**src/rtl/mod_sseg_mux_pkg.sv**
```systemverilog
// Shared definitions for the multiplexed seven-segment controller:
// register map, CTRL field layout, reset value and the hex font.
package mod_sseg_mux_pkg;

    typedef enum logic [1:0] {
        REG_DATA0  = 2'd0,
        REG_DATA1  = 2'd1,
        REG_CTRL   = 2'd2,
        REG_STATUS = 2'd3
    } reg_sel_e;

    typedef enum logic {
        MODE_RAW = 1'b0,
        MODE_HEX = 1'b1
    } disp_mode_e;

    localparam int unsigned CTRL_EN_BIT     = 0;
    localparam int unsigned CTRL_MODE_BIT   = 1;
    localparam int unsigned CTRL_BRIGHT_LSB = 4;
    localparam int unsigned CTRL_BRIGHT_W   = 4;
    localparam int unsigned CTRL_DP_LSB     = 8;
    localparam int unsigned CTRL_DP_W       = 8;
    localparam int unsigned CTRL_BLANK_LSB  = 16;
    localparam int unsigned CTRL_BLANK_W    = 8;

    // Bits outside the defined CTRL fields are never stored, so they read 0.
    localparam logic [31:0] CTRL_WRITE_MASK = 32'h00FF_FFF3;
    localparam logic [31:0] CTRL_RESET      = 32'h0000_00F1;

    // Active-low {g,f,e,d,c,b,a} for 0-F.
    localparam logic [6:0] HEX_FONT [16] = '{
        7'h40, 7'h79, 7'h24, 7'h30, 7'h19, 7'h12, 7'h02, 7'h78,
        7'h00, 7'h10, 7'h08, 7'h03, 7'h46, 7'h21, 7'h06, 7'h0E
    };

endpackage

```
**src/rtl/mod_sseg_mux_if.sv**
```systemverilog
// PLP data-bus slice seen by the seven-segment controller.
interface mod_sseg_mux_if;

    logic        ie;
    logic        de;
    logic        drw;
    logic [31:0] iaddr;
    logic [31:0] daddr;
    logic [31:0] din;
    logic [31:0] iout;
    logic [31:0] dout;

    modport master (
        output ie, de, drw, iaddr, daddr, din,
        input  iout, dout
    );

    modport slave (
        input  ie, de, drw, iaddr, daddr, din,
        output iout, dout
    );

endinterface

```
**src/rtl/sseg_hex_decode.sv**
```systemverilog
// Combinational nibble to active-low seven-segment decoder.
module sseg_hex_decode
    import mod_sseg_mux_pkg::*;
(
    input  logic [3:0] nibble,
    output logic [6:0] seg
);

    assign seg = HEX_FONT[nibble];

endmodule

```
**src/rtl/mod_sseg_mux.sv**
```systemverilog
// Memory-mapped multi-digit seven-segment scanner with raw/hex modes,
// per-digit blank and dp masks, and 16-level PWM brightness.
module mod_sseg_mux
    import mod_sseg_mux_pkg::*;
#(
    parameter int unsigned CLOCK_FREQ = 25000000,
    parameter int unsigned DIGITS     = 4,
    parameter int unsigned REFRESH_HZ = 60
) (
    input  logic              clk,
    input  logic              rst,
    mod_sseg_mux_if.slave     bus,
    output logic [DIGITS-1:0] sseg_an,
    output logic [7:0]        sseg_display
);

    localparam int unsigned TICKS     = CLOCK_FREQ / (REFRESH_HZ * DIGITS);
    localparam int unsigned PHASE_DIV = TICKS / 16;
    localparam int unsigned SUB_W     = (PHASE_DIV > 1) ? $clog2(PHASE_DIV) : 1;
    localparam logic [SUB_W-1:0] SUB_LAST = SUB_W'(PHASE_DIV - 1);
    localparam logic [2:0]       IDX_LAST = 3'(DIGITS - 1);

    logic [31:0]       data0_q, data0_d;
    logic [31:0]       data1_q, data1_d;
    logic [31:0]       ctrl_q, ctrl_d;
    logic [SUB_W-1:0]  sub_q, sub_d;
    logic [3:0]        phase_q, phase_d;
    logic [2:0]        idx_q, idx_d;
    logic              frame_q, frame_d;
    logic [DIGITS-1:0] an_q, an_d;
    logic [7:0]        disp_q, disp_d;

    reg_sel_e   sel;
    logic       en;
    disp_mode_e mode;
    logic [3:0] bright;
    logic [7:0] dp_mask;
    logic [7:0] blank_mask;
    logic [63:0] raw_bytes;
    logic [7:0]  raw_byte;
    logic [3:0]  nibble;
    logic [6:0]  hex_seg;
    logic [7:0]  pattern;
    logic        lit;
    logic        unused_bus;

    assign sel        = reg_sel_e'(bus.daddr[3:2]);
    assign en         = ctrl_q[CTRL_EN_BIT];
    assign mode       = disp_mode_e'(ctrl_q[CTRL_MODE_BIT]);
    assign bright     = ctrl_q[CTRL_BRIGHT_LSB +: CTRL_BRIGHT_W];
    assign dp_mask    = ctrl_q[CTRL_DP_LSB +: CTRL_DP_W];
    assign blank_mask = ctrl_q[CTRL_BLANK_LSB +: CTRL_BLANK_W];
    assign unused_bus = ^{bus.ie, bus.iaddr, bus.daddr[31:4], bus.daddr[1:0]};

    always_comb begin
        data0_d = data0_q;
        data1_d = data1_q;
        ctrl_d  = ctrl_q;
        if (bus.de && bus.drw) begin
            unique case (sel)
                REG_DATA0:  data0_d = bus.din;
                REG_DATA1:  data1_d = bus.din;
                REG_CTRL:   ctrl_d  = bus.din & CTRL_WRITE_MASK;
                REG_STATUS: ;
                default:    ;
            endcase
        end
    end

    // Slot counter is split into (phase, sub-phase): phase = slot / (TICKS/16)
    // falls out directly and the slot wraps when both reach their last value.
    always_comb begin
        sub_d   = sub_q + SUB_W'(1);
        phase_d = phase_q;
        idx_d   = idx_q;
        frame_d = frame_q;
        if (sub_q == SUB_LAST) begin
            sub_d   = '0;
            phase_d = phase_q + 4'd1;
            if (phase_q == 4'hF) begin
                if (idx_q == IDX_LAST) begin
                    idx_d   = '0;
                    frame_d = ~frame_q;
                end else begin
                    idx_d = idx_q + 3'd1;
                end
            end
        end
    end

    assign raw_bytes = {data1_q, data0_q};
    assign raw_byte  = raw_bytes[{idx_q, 3'b000} +: 8];
    assign nibble    = data0_q[{idx_q, 2'b00} +: 4];

    sseg_hex_decode u_hex_decode (
        .nibble (nibble),
        .seg    (hex_seg)
    );

    always_comb begin
        lit     = en && !blank_mask[idx_q] && (phase_q <= bright);
        pattern = (mode == MODE_HEX) ? {~dp_mask[idx_q], hex_seg} : raw_byte;
        an_d    = lit ? ~(DIGITS'(1) << idx_q) : '1;
        disp_d  = lit ? pattern : 8'hFF;
    end

    always_comb begin
        bus.dout = '0;
        unique case (sel)
            REG_DATA0:  bus.dout = data0_q;
            REG_DATA1:  bus.dout = data1_q;
            REG_CTRL:   bus.dout = ctrl_q;
            REG_STATUS: bus.dout = {23'b0, frame_q, 5'b0, idx_q};
            default:    bus.dout = '0;
        endcase
    end

    assign bus.iout = '0;

    always_ff @(negedge clk or negedge rst) begin
        if (!rst) begin
            data0_q <= '0;
            data1_q <= '0;
            ctrl_q  <= CTRL_RESET;
            sub_q   <= '0;
            phase_q <= '0;
            idx_q   <= '0;
            frame_q <= 1'b0;
            an_q    <= '1;
            disp_q  <= 8'hFF;
        end else begin
            data0_q <= data0_d;
            data1_q <= data1_d;
            ctrl_q  <= ctrl_d;
            sub_q   <= sub_d;
            phase_q <= phase_d;
            idx_q   <= idx_d;
            frame_q <= frame_d;
            an_q    <= an_d;
            disp_q  <= disp_d;
        end
    end

    assign sseg_an      = an_q;
    assign sseg_display = disp_q;

endmodule

```
**src/flat_wrapper.sv**
```systemverilog
// flat-port wrapper written by rule: the top's interface ports become plain ports
module mod_sseg_mux_flat import mod_sseg_mux_pkg::*;
#(
    parameter int unsigned CLOCK_FREQ = 25000000,
    parameter int unsigned DIGITS     = 4,
    parameter int unsigned REFRESH_HZ = 60
)
  (clk, rst, sseg_an, sseg_display, bus_ie, bus_de, bus_drw, bus_iaddr, bus_daddr, bus_din, bus_iout, bus_dout);
  mod_sseg_mux_if bus_i ();
  input  logic clk;
  input  logic rst;
  output logic [DIGITS-1:0] sseg_an;
  output logic [7:0] sseg_display;
  input wire logic [$bits(bus_i.ie)-1:0] bus_ie;
  input wire logic [$bits(bus_i.de)-1:0] bus_de;
  input wire logic [$bits(bus_i.drw)-1:0] bus_drw;
  input wire logic [$bits(bus_i.iaddr)-1:0] bus_iaddr;
  input wire logic [$bits(bus_i.daddr)-1:0] bus_daddr;
  input wire logic [$bits(bus_i.din)-1:0] bus_din;
  output wire logic [$bits(bus_i.iout)-1:0] bus_iout;
  output wire logic [$bits(bus_i.dout)-1:0] bus_dout;
  assign bus_i.ie = bus_ie;
  assign bus_i.de = bus_de;
  assign bus_i.drw = bus_drw;
  assign bus_i.iaddr = bus_iaddr;
  assign bus_i.daddr = bus_daddr;
  assign bus_i.din = bus_din;
  assign bus_iout = bus_i.iout;
  assign bus_dout = bus_i.dout;
  mod_sseg_mux #(.CLOCK_FREQ(CLOCK_FREQ), .DIGITS(DIGITS), .REFRESH_HZ(REFRESH_HZ)) u_core (.clk(clk), .rst(rst), .bus(bus_i), .sseg_an(sseg_an), .sseg_display(sseg_display));
endmodule
```
**config.mk**
```make
export PLATFORM = sky130hd
export DESIGN_NAME = mod_sseg_mux_flat
export DESIGN_NICKNAME = d
export VERILOG_FILES = /design/src/rtl/mod_sseg_mux_pkg.sv /design/src/rtl/mod_sseg_mux_if.sv /design/src/rtl/sseg_hex_decode.sv /design/src/rtl/mod_sseg_mux.sv /design/src/flat_wrapper.sv
export SDC_FILE = /design/constraint.sdc
export NUM_CORES = 1
export LEC_CHECK = 0
export CORE_UTILIZATION = 50
export CTS_CLUSTER_SIZE = 16
export DETAILED_ROUTE_END_ITERATION = 8
export GPL_TIMING_DRIVEN = 0
export PLACE_DENSITY = 0.82
export SETUP_SLACK_MARGIN = 0.3
export SYNTH_ARGS = -nofsm -noshare
export SYNTH_HDL_FRONTEND = slang
export SYNTH_HIERARCHICAL = 1
export SYNTH_SLANG_ARGS = --single-unit
export TNS_END_PERCENT = 5
```
**constraint.sdc**
```tcl
create_clock -name clk -period 2.9 [get_ports clk]
set_clock_uncertainty 0.1 [all_clocks]
set_input_delay 0.58 -clock clk [delete_from_list [all_inputs] [get_ports clk]]
set_output_delay 0.58 -clock clk [all_outputs]
set_load 0.01 [all_outputs]
```
# [Word-level counts from Yosys, hierarchy flattened]
# Memory sizes are Yosys's and may differ from the RTL's.
# Cells that the tools add are included.
[totals] romBits=112 input_bits=101 memories=1 reg_bits=119 elab_cells=51
[memory_table] name="(no name shown)" words=16 word_bits=7 rd=1 rd_ports_with_merged_regs=0 write_ports=0 line="sseg_hex_decode.sv:9" source="assign seg = HEX_FONT[nibble];"
[op_classes] bitwise_logic=4 n_lt_le_gt_ge=3 reduce_logical=10 n_addsub=3 n_eq_ne=6 shift=3 muxes=12
[ops] op="32-bit one-hot mux with 4 select lines" count=1
[ops] op="64-bit by 7-bit variable part select with 8-bit output" count=1
[ops] op="32-bit by 6-bit variable part select with 4-bit output" count=1
[ops] op="8-bit 2-to-1 mux" count=2
[ops] op="7-bit 2-to-1 mux" count=2
[ops] op="13-bit by 1-bit adder with 13-bit output (second input constant)" count=1
[ops] op="13-bit equality test (second input constant)" count=1
[ops] op="13-bit 2-to-1 mux" count=1
[ops] op="2-bit AND reduction" count=4
[ops] op="1-bit binary-select mux with 3-bit select" count=2
[ops] op="5-bit >= comparator (second input constant)" count=1
[ops] op="4-bit inverter with 5-bit output" count=1
[ops] op="4-bit by 1-bit adder with 4-bit output (second input constant)" count=1
[ops] op="2-bit equality test (second input constant)" count=2
[ops] op="4-bit equality test (second input constant)" count=1
[ops] op="4-bit less-or-equal comparator" count=1
[ops] op="3-bit by 4-bit < comparator with 1-bit output (second input constant)" count=1
[ops] op="4-bit 2-to-1 mux" count=1
[ops] op="4-bit inverter" count=1
[ops] op="1-bit by 3-bit left shift with 4-bit output (first input constant)" count=1
[ops] op="3-bit by 1-bit adder with 3-bit output (second input constant)" count=1
[ops] op="3-bit by 2-bit equality test with 1-bit output (second input constant)" count=1
[ops] op="1-bit logical AND" count=3
[ops] op="3-bit 2-to-1 mux" count=1
[ops] op="other kinds (6)" count=8

# [Depth between registers and ports, before layout]
# Gate-level depths: netlist (run 1).
[depth] word_depth=7 mapped_depth=11 ltp_nobuf=9

# [By module]
# Netlist (run 1), hierarchy kept.
[by_module_without_submodules] module="mod_sseg_mux" area_each_um2=6531.3 cells_each=526 seq_area_each_um2=2999.1 n_inst=1
[by_module_without_submodules] module="sseg_hex_decode" area_each_um2=264.0 cells_each=36 seq_area_each_um2=0.0 n_inst=1

==> reports/qor.csv, run 1 <==
stage;metric;value;unit
finish;diodes;0;
finish;fin_area;9070;µm²
floorplanning;start_util;0.513;
worst_setup_path;r2r-start;u_core/idx_q[0];
yosys;synthTopCellsByArea;dfrtn_1 (38%), mux2_2 (8.9%), mux2i_1 (6.9%);
yosys;synth_xor_area_frac;0.0168;
run_status;failed_checks;setup timing;
drt;wl_per_cell;21.6;µm
finish;drive_gt1_frac;0.372;
job;maxCapViolCount;0;
grt;grt_overflow;0;
finish;fin_cells;931;
yosys;synth-simple-area-share;0.0819;
worst_setup_path;worstPathRequired;2.22;ns
sta;finalHoldViolations;0;
worst_setup_path;rrSetupSlack;0.17;ns
yosys;synth_mux_area_frac;0.300;
sta;setup_viol;76;
worst_setup_path;endpoint;bus_dout[1];
power_and_ir_drop;powerDensity;677;nW/µm²
drt;postRouteAntennaNets;0;
sta;whs;0.328;ns
floorplanning;placementRows;42;
clock_tree;clock_sinks;119;
worst_setup_path;cp_slowest_cell;mux4_2;
yosys;netlist.area_leader.share;0.376;
clock_tree;clk_path_buf_depth;2;
finish;multi_input_comb_area;3600;µm²
placed_design;hpwl;13300;µm
drt;vias;5476;
yosys;ys_ff_latch;119;
yosys;synth-edff-count;0;
placed_design;dp_slack;-1.09;ns
worst_setup_path;worst_setup_path_end_kind;output port;
drt;dr.pass1.iters;5;
grt;track_usage;0.287;
yosys;yosys_most_used_dff;dfrtn_1;
yosys;synth_compound_area_frac;0.0534;
yosys;synth-async-reset-ratio;1.00;
yosys;syn-cell-area;6800;µm²
floorplanning;die_w;119;µm
clock_tree;cts_root_buf;clkbuf_16;
grt;grt_max_degree;63;
placed_design;port-buffer-count;79;
worst_setup_path;r2r_end;u_core/sseg_display[3];
sta;slew-limit-headroom;0.539;
worst_setup_path;r2r_cells;12;
worst_setup_path;critical_path.startpoint_type;flop;
yosys;postSynthCellCount;562;
grt;grt_pass1_vias;5491;
worst_setup_path;critPathArrivalTime;3.13;ns
power_and_ir_drop;p_leak;4.25;nW
yosys;ys_types;49;
finish;area_growth;33.5;%
placed_design;placed_cell_area;8020;µm²
sta;worst_slew_pin_slew;0.692;ns
clock_tree;clk_latency;0.44;ns
sta;setup_ws;-0.906;ns
yosys;yosysTopAreaCell;dfrtn_1;
worst_setup_path;worstPathMaxFanout;2;
clock_tree;cts_max_level;4;
clock_tree;numCtsBuffers;17;
yosys;yosys.area_share.adder;0.0331;
grt;grt_pass1_wl;30300;µm
placed_design;placed_cells;849;
floorplanning;die_h;119;µm
yosys;avgSynthCellArea;12.1;µm²
floorplanning;core_area;13200;µm²
placed_design;gp_congestion;0.889;
finish;nets;861;
sta;slew_viol_final;0;
drt;detail_route.iter0.violations;564;
floorplanning;dieArea;14100;µm²
worst_setup_path;path_buf_inv;3;
grt;antenna_found_initial;0;
drt;via_per_inst;5.88;
worst_setup_path;worstSetupStartpoint;u_core/idx_q[1];
finish;ff_latch_area;3000;µm²
worst_setup_path;cpPeakStageDelay;0.51;ns
sta;final.setup.tns;-25.20;ns
clock_tree;path_clk_slew;0.04;ns
sta;rsz0062_at_grt;true;
drt;drc;0;
power_and_ir_drop;peakVddDrop;0.000393;V
run_status;status;finished with violations;
yosys;yosys_warnings;6;
drt;wl;20100;µm
floorplanning;io_pins;177;
finish;final_common_cell;dfrtn_1;
worst_setup_path;cp.depth;4;
yosys;ys_seq_area_frac;0.441;
worst_setup_path;crit_family;multiplexers;
finish;nFillCells;921;
worst_setup_path;crit_chain;buf_8, buf_8, mux4_2, buf_6;
worst_setup_path;worst-setup-path-type;reg -> out;
yosys;synth_top_family_by_area;multiplexers;
worst_setup_path;cp_common_cell;buf_8;
worst_hold_path;hold_class;reg -> reg;
clock_tree;cts_tree;done;
clock_tree;cts_hold_buf;0;
finish;final_cell_mix;dfrtn_1 (102), buf_4 (70), mux2i_1 (47);
-- state kept, by name (all words and copies together), names as in the netlist, 3 cells and up --
signal               flops
u_core/sseg_display      8
u_core/ctrl_q           22
u_core/sub_q            13
u_core/data1_q          32
u_core/data0_q          32
u_core/phase_q           4
u_core/sseg_an           4
u_core/idx_q             3
-- cell type report --
| class | count | area share |
|---|---|---|
| clock inverters | 23 | 0.0134 |
| inverters | 13 | 0.00538 |
| multi-input cells | 394 | 0.397 |
| flip-flops and latches | 119 | 0.331 |
| well taps | 176 | 0.0243 |
| plain buffers | 66 | 0.0632 |
| repair buffers | 114 | 0.106 |
| clock buffers | 26 | 0.0597 |
-- cell usage after synthesis (13+ instances only) --
cell type and instances:
dfrtn_1 102, mux2_2 54, mux2i_1 47, mux2_1 38, nand2_1 38, buf_4 37
o21ai_0 25, nor2_1 24, buf_2 19, mux4_2 19, ha_1 18, dfstp_2 17
nand3_1 15, inv_1 13
-- worst min path at each step --
stage / startpoint / to / slack (ns) / cells past startpoint
floorplan: u_core/sub_q[12] / u_core/sub_q[12] / 0.28 / 1
detailed placement: u_core/sub_q[12] / u_core/sub_q[12] / 0.33 / 1
global route: u_core/sub_q[12] / u_core/sub_q[12] / 0.34 / 1
CTS: u_core/sub_q[12] / u_core/sub_q[12] / 0.32 / 1
finish: u_core/sub_q[12] / u_core/sub_q[12] / 0.33 / 1
global placement: u_core/sub_q[12] / u_core/sub_q[12] / 0.30 / 1
-- per-stage QoR --
| stage | total power [W] | utilization |
|---|---|---|
| finish | 0.00614 | 0.685 |
| floorplan | 0.00311 | - |
| global route | 0.00637 | 0.685 |
| CTS | 0.00599 | 0.670 |
| global placement | 0.00367 | 0.604 |
| detailed placement | 0.00374 | 0.606 |
-- logic make-up (layout without fill, tap and decap cells) --
kind of cell,Yosys count,count (layout)
other,1,32
AND/OR/NAND/NOR,111,111
multiplexers,162,162
XOR/XNOR,13,13
flip-flops,119,119
AO/OA/AOI/OAI,58,58
buffers and inverters,80,242
adder cells (fa/ha/maj),18,18
-- metal layers --
metal / part of all wire / up-vias / global-route usage / routed length (µm)
li1: - / 2330 / - / -
met1: 0.39 / 2720 / 0.348 / 7860
met2: 0.48 / 361 / 0.472 / 9640
met3: 0.090 / 65 / 0.0782 / 1820
met4: 0.039 / 0 / 0.141 / 794
met5: 0 / - / 0 / 0
-- repair_timing --
action	in CTS	in global routing
hold endpoints to repair	0	0
endpoints found under the setup margin	132	137
pin swaps	3	5
setup buffers	25	9
resized for setup	258	40
-- power by group --
part	total [W]	internal (W)	switching, W	leakage (nW)
sequential	0.00232	0.00203	0.000288	1.43
combinational	0.00162	0.000860	0.000759	2.43
clock	0.00220	0.00140	0.000805	0.387
total	0.00614	0.00429	0.00185	4.25
Note: power is estimated with default switching activity, not from simulation.
==> run 2: changes to the inputs <==
--- a/config.mk
+++ b/config.mk
@@ -5,14 +5,15 @@
 export SDC_FILE = /design/constraint.sdc
 export NUM_CORES = 1
 export LEC_CHECK = 0
-export CORE_UTILIZATION = 50
+export CELL_PAD_IN_SITES_DETAIL_PLACEMENT = 1
+export CELL_PAD_IN_SITES_GLOBAL_PLACEMENT = 1
+export CORE_UTILIZATION = 39
 export CTS_CLUSTER_SIZE = 16
 export DETAILED_ROUTE_END_ITERATION = 8
 export GPL_TIMING_DRIVEN = 0
-export PLACE_DENSITY = 0.82
+export PLACE_DENSITY_LB_ADDON = 0.1
 export SETUP_SLACK_MARGIN = 0.3
 export SYNTH_ARGS = -nofsm -noshare
 export SYNTH_HDL_FRONTEND = slang
 export SYNTH_HIERARCHICAL = 1
 export SYNTH_SLANG_ARGS = --single-unit
-export TNS_END_PERCENT = 5
==> reports/qor.csv, run 2 (synthesis results as in run 1) <==
stage;metric;value;unit
worst_setup_path;path_buf_inv;3;
finish;drive_gt1_frac;0.510;
run_status;status;finished with violations;
grt;grt_pass1_wl;38400;µm
sta;slew_viol_final;0;
grt;grt_overflow;0;
finish;fin_area;10500;µm²
placed_design;hpwl;15200;µm
drt;wl_per_cell;24.5;µm
worst_setup_path;worst_setup_path_end_kind;output port;
floorplanning;start_util;0.404;
run_status;failed_checks;setup timing;
floorplanning;placementRows;47;
finish;nets;953;
grt;grt_max_degree;61;
finish;final_cell_mix;buf_4 (132), dfrtn_1 (102), mux2_4 (87);
finish;final_util;0.625;
power_and_ir_drop;peakVddDrop;0.000448;V
clock_tree;cts_max_level;4;
finish;diodes;0;
clock_tree;numCtsBuffers;17;
power_and_ir_drop;powerDensity;661;nW/µm²
sta;setup_ws;-0.933;ns
worst_setup_path;cp_slowest_cell;mux4_2;
worst_hold_path;hold_class;reg -> reg;
clock_tree;cts_tree;done;
clock_tree;path_clk_slew;0.04;ns
finish;area_growth;54.6;%
worst_setup_path;cp_common_cell;buf_8;
sta;finalHoldViolations;0;
worst_setup_path;cpPeakStageDelay;0.52;ns
drt;detail_route.iter0.violations;303;
drt;drc;0;
worst_setup_path;worstPathRequired;2.22;ns
clock_tree;cts_root_buf;clkbuf_16;
drt;wl;26100;µm
floorplanning;die_h;134;µm
sta;setup_viol;93;
clock_tree;clk_path_buf_depth;2;
sta;worst_slew_pin_slew;0.813;ns
sta;rsz0062_at_grt;true;
finish;nFillCells;1701;
floorplanning;io_pins;177;
floorplanning;dieArea;18000;µm²
finish;largest_registers;u_core/data0_q (32), u_core/data1_q (32), u_core/ctrl_q (22);
floorplanning;core_area;16800;µm²
sta;slew-limit-headroom;0.458;
sta;whs;0.309;ns
sta;final.setup.tns;-20.82;ns
job;maxCapViolCount;0;
drt;postRouteAntennaNets;0;
worst_setup_path;crit_chain;buf_8, buf_8, mux4_2, buf_6;
finish;ff_latch_area;3000;µm²
finish;multi_input_comb_area;3910;µm²
floorplanning;die_w;134;µm
drt;via_per_inst;5.48;
grt;antenna_found_initial;1;
drt;vias;5848;
clock_tree;clk_latency;0.47;ns
grt;grt_pass1_vias;6246;
drt;dr.pass1.iters;5;
worst_setup_path;worstPathMaxFanout;2;
power_and_ir_drop;p_leak;5.07;nW
finish;final_common_cell;buf_4;
placed_design;gp_congestion;0.847;
worst_setup_path;worst-setup-path-type;reg -> out;
clock_tree;cts_hold_buf;0;
placed_design;placed_cell_area;8420;µm²
clock_tree;clock_sinks;119;
worst_setup_path;critical_path.startpoint_type;flop;
worst_setup_path;critPathArrivalTime;3.15;ns
worst_setup_path;crit_family;multiplexers;
grt;track_usage;0.294;
placed_design;port-buffer-count;79;
## run 2: cell types whose count changed in the layout (fill, tap and decap cells not counted), moves of 4 or more
cell,change
clkbuf_8,-4
buf_6,+9
o21ai_2,+5
o21ai_1,-5
ha_1,-5
mux2_1,-35
buf_4,+62
buf_16,+6
mux2_4,+50
mux2_2,-15
buf_12,+14
## run 2: timing repair
item	4_1_cts	5_1_grt
endpoints found under the setup margin	133	137
gates resized for setup	262	45
endpoints found under the hold margin	0	0
gates cloned	6	1
setup buffers	89	30
pin swaps	5	9
## run 2: worst paths after layout
path | endpoint | slack (ns) | startpoint | cells after the start
worst max-delay path | bus_dout[1] | -0.93 | u_core/idx_q[1] | 4
worst min-delay path | u_core/sub_q[12] | 0.31 | u_core/sub_q[12] | 1
worst max register to register | u_core/sseg_display[3] | 0.18 | u_core/idx_q[0] | 12
worst min register to register | u_core/sub_q[12] | 0.31 | u_core/sub_q[12] | 1
max in group asynchronous | u_core/data1_q[21] | 0.57 | rst | 2
min in group asynchronous | u_core/data1_q[29] | 1.38 | rst | 1
## run 2: per-stage QoR
| step | std cells | total power, W | worst slack (ns) |
|---|---|---|---|
| 2_1_floorplan | 593 | 0.00327 | -0.360 |
| 5_1_grt | 1067 | 0.00720 | -0.946 |
| 6_report | 1067 | 0.00694 | -0.933 |
| 4_1_cts | 1036 | 0.00659 | -0.932 |
| 3_3_place_gp | 892 | 0.00390 | -4.80 |
| 3_5_place_dp | 893 | 0.00396 | -1.14 |
## run 2: per-layer routing
metal / vias to the layer above / wire length [µm] / track usage
met1: 3018 / 11000 / 0.369
li1: 2512 / - / -
met5: - / 10 / 0
met2: 247 / 12600 / 0.472
met4: 2 / 1120 / 0.162
met3: 69 / 1450 / 0.0642
## run 2: final cells by class
class | instances | share of cell area
inverters | 13 | 0.00655
flip-flops and latches | 119 | 0.286
plain buffers | 66 | 0.0613
multi-input cells | 394 | 0.372
clock buffers | 18 | 0.0409
well taps | 220 | 0.0262
repair buffers | 206 | 0.183
clock inverters | 31 | 0.0244
## run 2: report_power, final
| group | internal, W | switching, W | total [W] |
|---|---|---|---|
| sequential | 0.00203 | 0.000233 | 0.00226 |
| clock | 0.00147 | 0.000898 | 0.00237 |
| combinational | 0.00127 | 0.00104 | 0.00231 |
==> run 3: changes to the inputs <==
--- a/config.mk
+++ b/config.mk
@@ -7,7 +7,8 @@
 export LEC_CHECK = 0
 export CELL_PAD_IN_SITES_DETAIL_PLACEMENT = 1
 export CELL_PAD_IN_SITES_GLOBAL_PLACEMENT = 1
-export CORE_UTILIZATION = 39
+export CORE_UTILIZATION = 40
+export CTS_BUF_LIST = sky130_fd_sc_hd__clkbuf_2
 export CTS_CLUSTER_SIZE = 16
 export DETAILED_ROUTE_END_ITERATION = 8
 export GPL_TIMING_DRIVEN = 0
==> reports/qor.csv, run 3 (synthesis results as in run 1) <==
stage;metric;value;unit
run_status;status;finished with violations;
run_status;failed_checks;setup timing;
sta;worst_slew_pin_slew;0.786;ns
worst_setup_path;rrSetupSlack;-0.03;ns
clock_tree;numCtsBuffers;17;
finish;final_common_cell;buf_4;
drt;wl;23000;µm
worst_setup_path;critPathArrivalTime;3.42;ns
finish;nets;934;
worst_setup_path;r2r-start;u_core/idx_q[0];
power_and_ir_drop;p_switching;0.00196;W
power_and_ir_drop;p_leak;4.69;nW
worst_setup_path;worstPathMaxFanout;3;
worst_setup_path;crit_family;multiplexers;
worst_setup_path;critical_path.startpoint_type;flop;
worst_hold_path;hold-path-endpoint;u_core/sub_q[12];
power_and_ir_drop;powerDensity;604;nW/µm²
worst_setup_path;worstPathRequired;2.22;ns
job;maxCapViolCount;0;
power_and_ir_drop;clkPwrFrac;0.247;
worst_setup_path;cpPeakStageDelay;0.51;ns
floorplanning;placementRows;47;
worst_setup_path;path_buf_inv;3;
power_and_ir_drop;seqPwrFrac;0.379;
floorplanning;die_w;132;µm
worst_setup_path;r2r_end;u_core/sseg_display[0];
drt;detail_route.iter0.violations;287;
placed_design;gp_congestion;0.899;
floorplanning;start_util;0.410;
clock_tree;clk_path_buf_depth;2;
floorplanning;die_h;132;µm
finish;drive_gt1_frac;0.494;
worst_setup_path;worst-setup-path-type;reg -> out;
grt;grt_pass1_vias;5854;
sta;setup_viol;45;
clock_tree;path_clk_slew;0.13;ns
worst_hold_path;hold_path.startpoint;u_core/sub_q[12];
clock_tree;clk_latency;0.70;ns
sta;finalHoldViolations;0;
finish;diodes;0;
sta;rsz0062_at_grt;true;
drt;wl_per_cell;21.9;µm
sta;slew-limit-headroom;0.476;
grt;antenna_found_initial;0;
clock_tree;clock_sinks;119;
grt;grt_overflow;0;
worst_setup_path;cp_slowest_cell;mux4_2;
finish;area_growth;43.7;%
drt;via_per_inst;5.31;
clock_tree;cts_root_buf;clkbuf_2;
clock_tree;cts_tree;done;
floorplanning;dieArea;17500;µm²
worst_hold_path;worstHoldPathCells;1;
grt;grt_pass1_wl;34900;µm
sta;setup_ws;-1.20;ns
worst_hold_path;hold_class;reg -> reg;
clock_tree;cts_max_level;4;
power_and_ir_drop;internal-power;0.00393;W
worst_setup_path;crit_chain;buf_8, buf_8, mux4_2, buf_6;
drt;drc;0;
drt;dr.pass1.iters;4;
power_and_ir_drop;comb_power_share;0.374;
placed_design;hpwl;15500;µm
grt;grt_max_degree;74;
placed_design;port-buffer-count;79;
power_and_ir_drop;netSwitchingFraction;0.333;
floorplanning;io_pins;177;
finish;final_cell_mix;buf_4 (127), dfrtn_1 (102), mux2_4 (73);
worst_setup_path;worst_setup_path_end_kind;output port;
placed_design;dp_slack;-1.13;ns
power_and_ir_drop;peakVddDrop;0.000366;V
finish;final_util;0.589;
drt;postRouteAntennaNets;0;
sta;slew_viol_final;0;
grt;track_usage;0.268;
drt;vias;5570;
finish;largest_registers;u_core/data0_q (32), u_core/data1_q (32), u_core/ctrl_q (22);
worst_setup_path;r2r_cells;15;
floorplanning;core_area;16600;µm²
worst_setup_path;cp_common_cell;buf_8;
==> run 3: worst register-to-register path: stages, from the launching register on <==
cell and delay [ns]:
dfrtn_1 0.48, buf_6 0.13, buf_6 0.09, buf_6 0.09, buf_6 0.08, buf_8 0.10, buf_12 0.13, mux4_2 0.50
mux2_4 0.36, inv_4 0.13, buf_4 0.11, ha_1 0.20, o21ai_2 0.07, o21ai_1 0.19, nand2_1 0.08, nand4_1 0.12
==> run 3: how the worst max path moves through the flow <==
stage | end | startpoint | depth (start not counted) | slack, ns
6_report | bus_dout[1] | u_core/idx_q[1] | 4 | -1.20
5_1_grt | bus_dout[1] | u_core/idx_q[1] | 4 | -1.27
4_1_cts | bus_dout[1] | u_core/idx_q[1] | 4 | -1.24
3_5_place_dp | u_core/data0_q[6] | bus_drw | 5 | -1.13
3_3_place_gp | u_core/sub_q[3] | rst | 1 | -4.77
2_1_floorplan | bus_dout[1] | u_core/idx_q[1] | 3 | -0.36
==> run 3: final cells by class <==
type                            instances  area [µm²]
Sequential cell                       119        3000
Buffer                                 66         593
Clock buffer                           17        85.1
Multi-Input combinational cell        394        3860
Tap cell                              220         275
Timing Repair Buffer                  187        1610
Fill cell                            1735        6820
Inverter                               13        53.8
Clock inverter                         32         285
==> run 3: power groups by stage <==
stage	clock network, W	logic (W)	registers [W]
finish	0.00146	0.00220	0.00224
global placement	0.0000380	0.00149	0.00238
floorplan	0.0000380	0.00100	0.00223
global route	0.00158	0.00233	0.00227
detailed placement	0.0000380	0.00155	0.00240
CTS	0.00148	0.00196	0.00222
==> run 3: layer usage <==
metal	wire, µm	global-route usage
met3	1380	0.0584
met4	727	0.103
met2	11300	0.438
met5	0	0
met1	9560	0.347
==> run 3: per-stage QoR <==
| stage | setup TNS [ns] | std cells | total power, W | hold WS [ns] | cell area [µm²] |
|---|---|---|---|---|---|
| final | -29.65 | 1048 | 0.00590 | 0.326 | 9760 |
| after global routing | -34.23 | 1048 | 0.00618 | 0.357 | 9760 |
| after CTS | -31.38 | 1018 | 0.00567 | 0.326 | 9360 |
| after detailed placement | -90.31 | 893 | 0.00398 | 0.326 | 8420 |
| after global placement | -632.49 | 892 | 0.00391 | 0.310 | 8390 |
| after floorplan | -18.50 | 593 | 0.00327 | 0.283 | 7330 |
==> run 3: what timing repair did <==
action                                  in CTS  in global routing
endpoints found under the setup margin     134                 74
pin swaps                                    2                 13
cloned                                       1                  1
gates resized for setup                    226                 41
setup buffers                               76                 29
hold buffers                                 0                  0
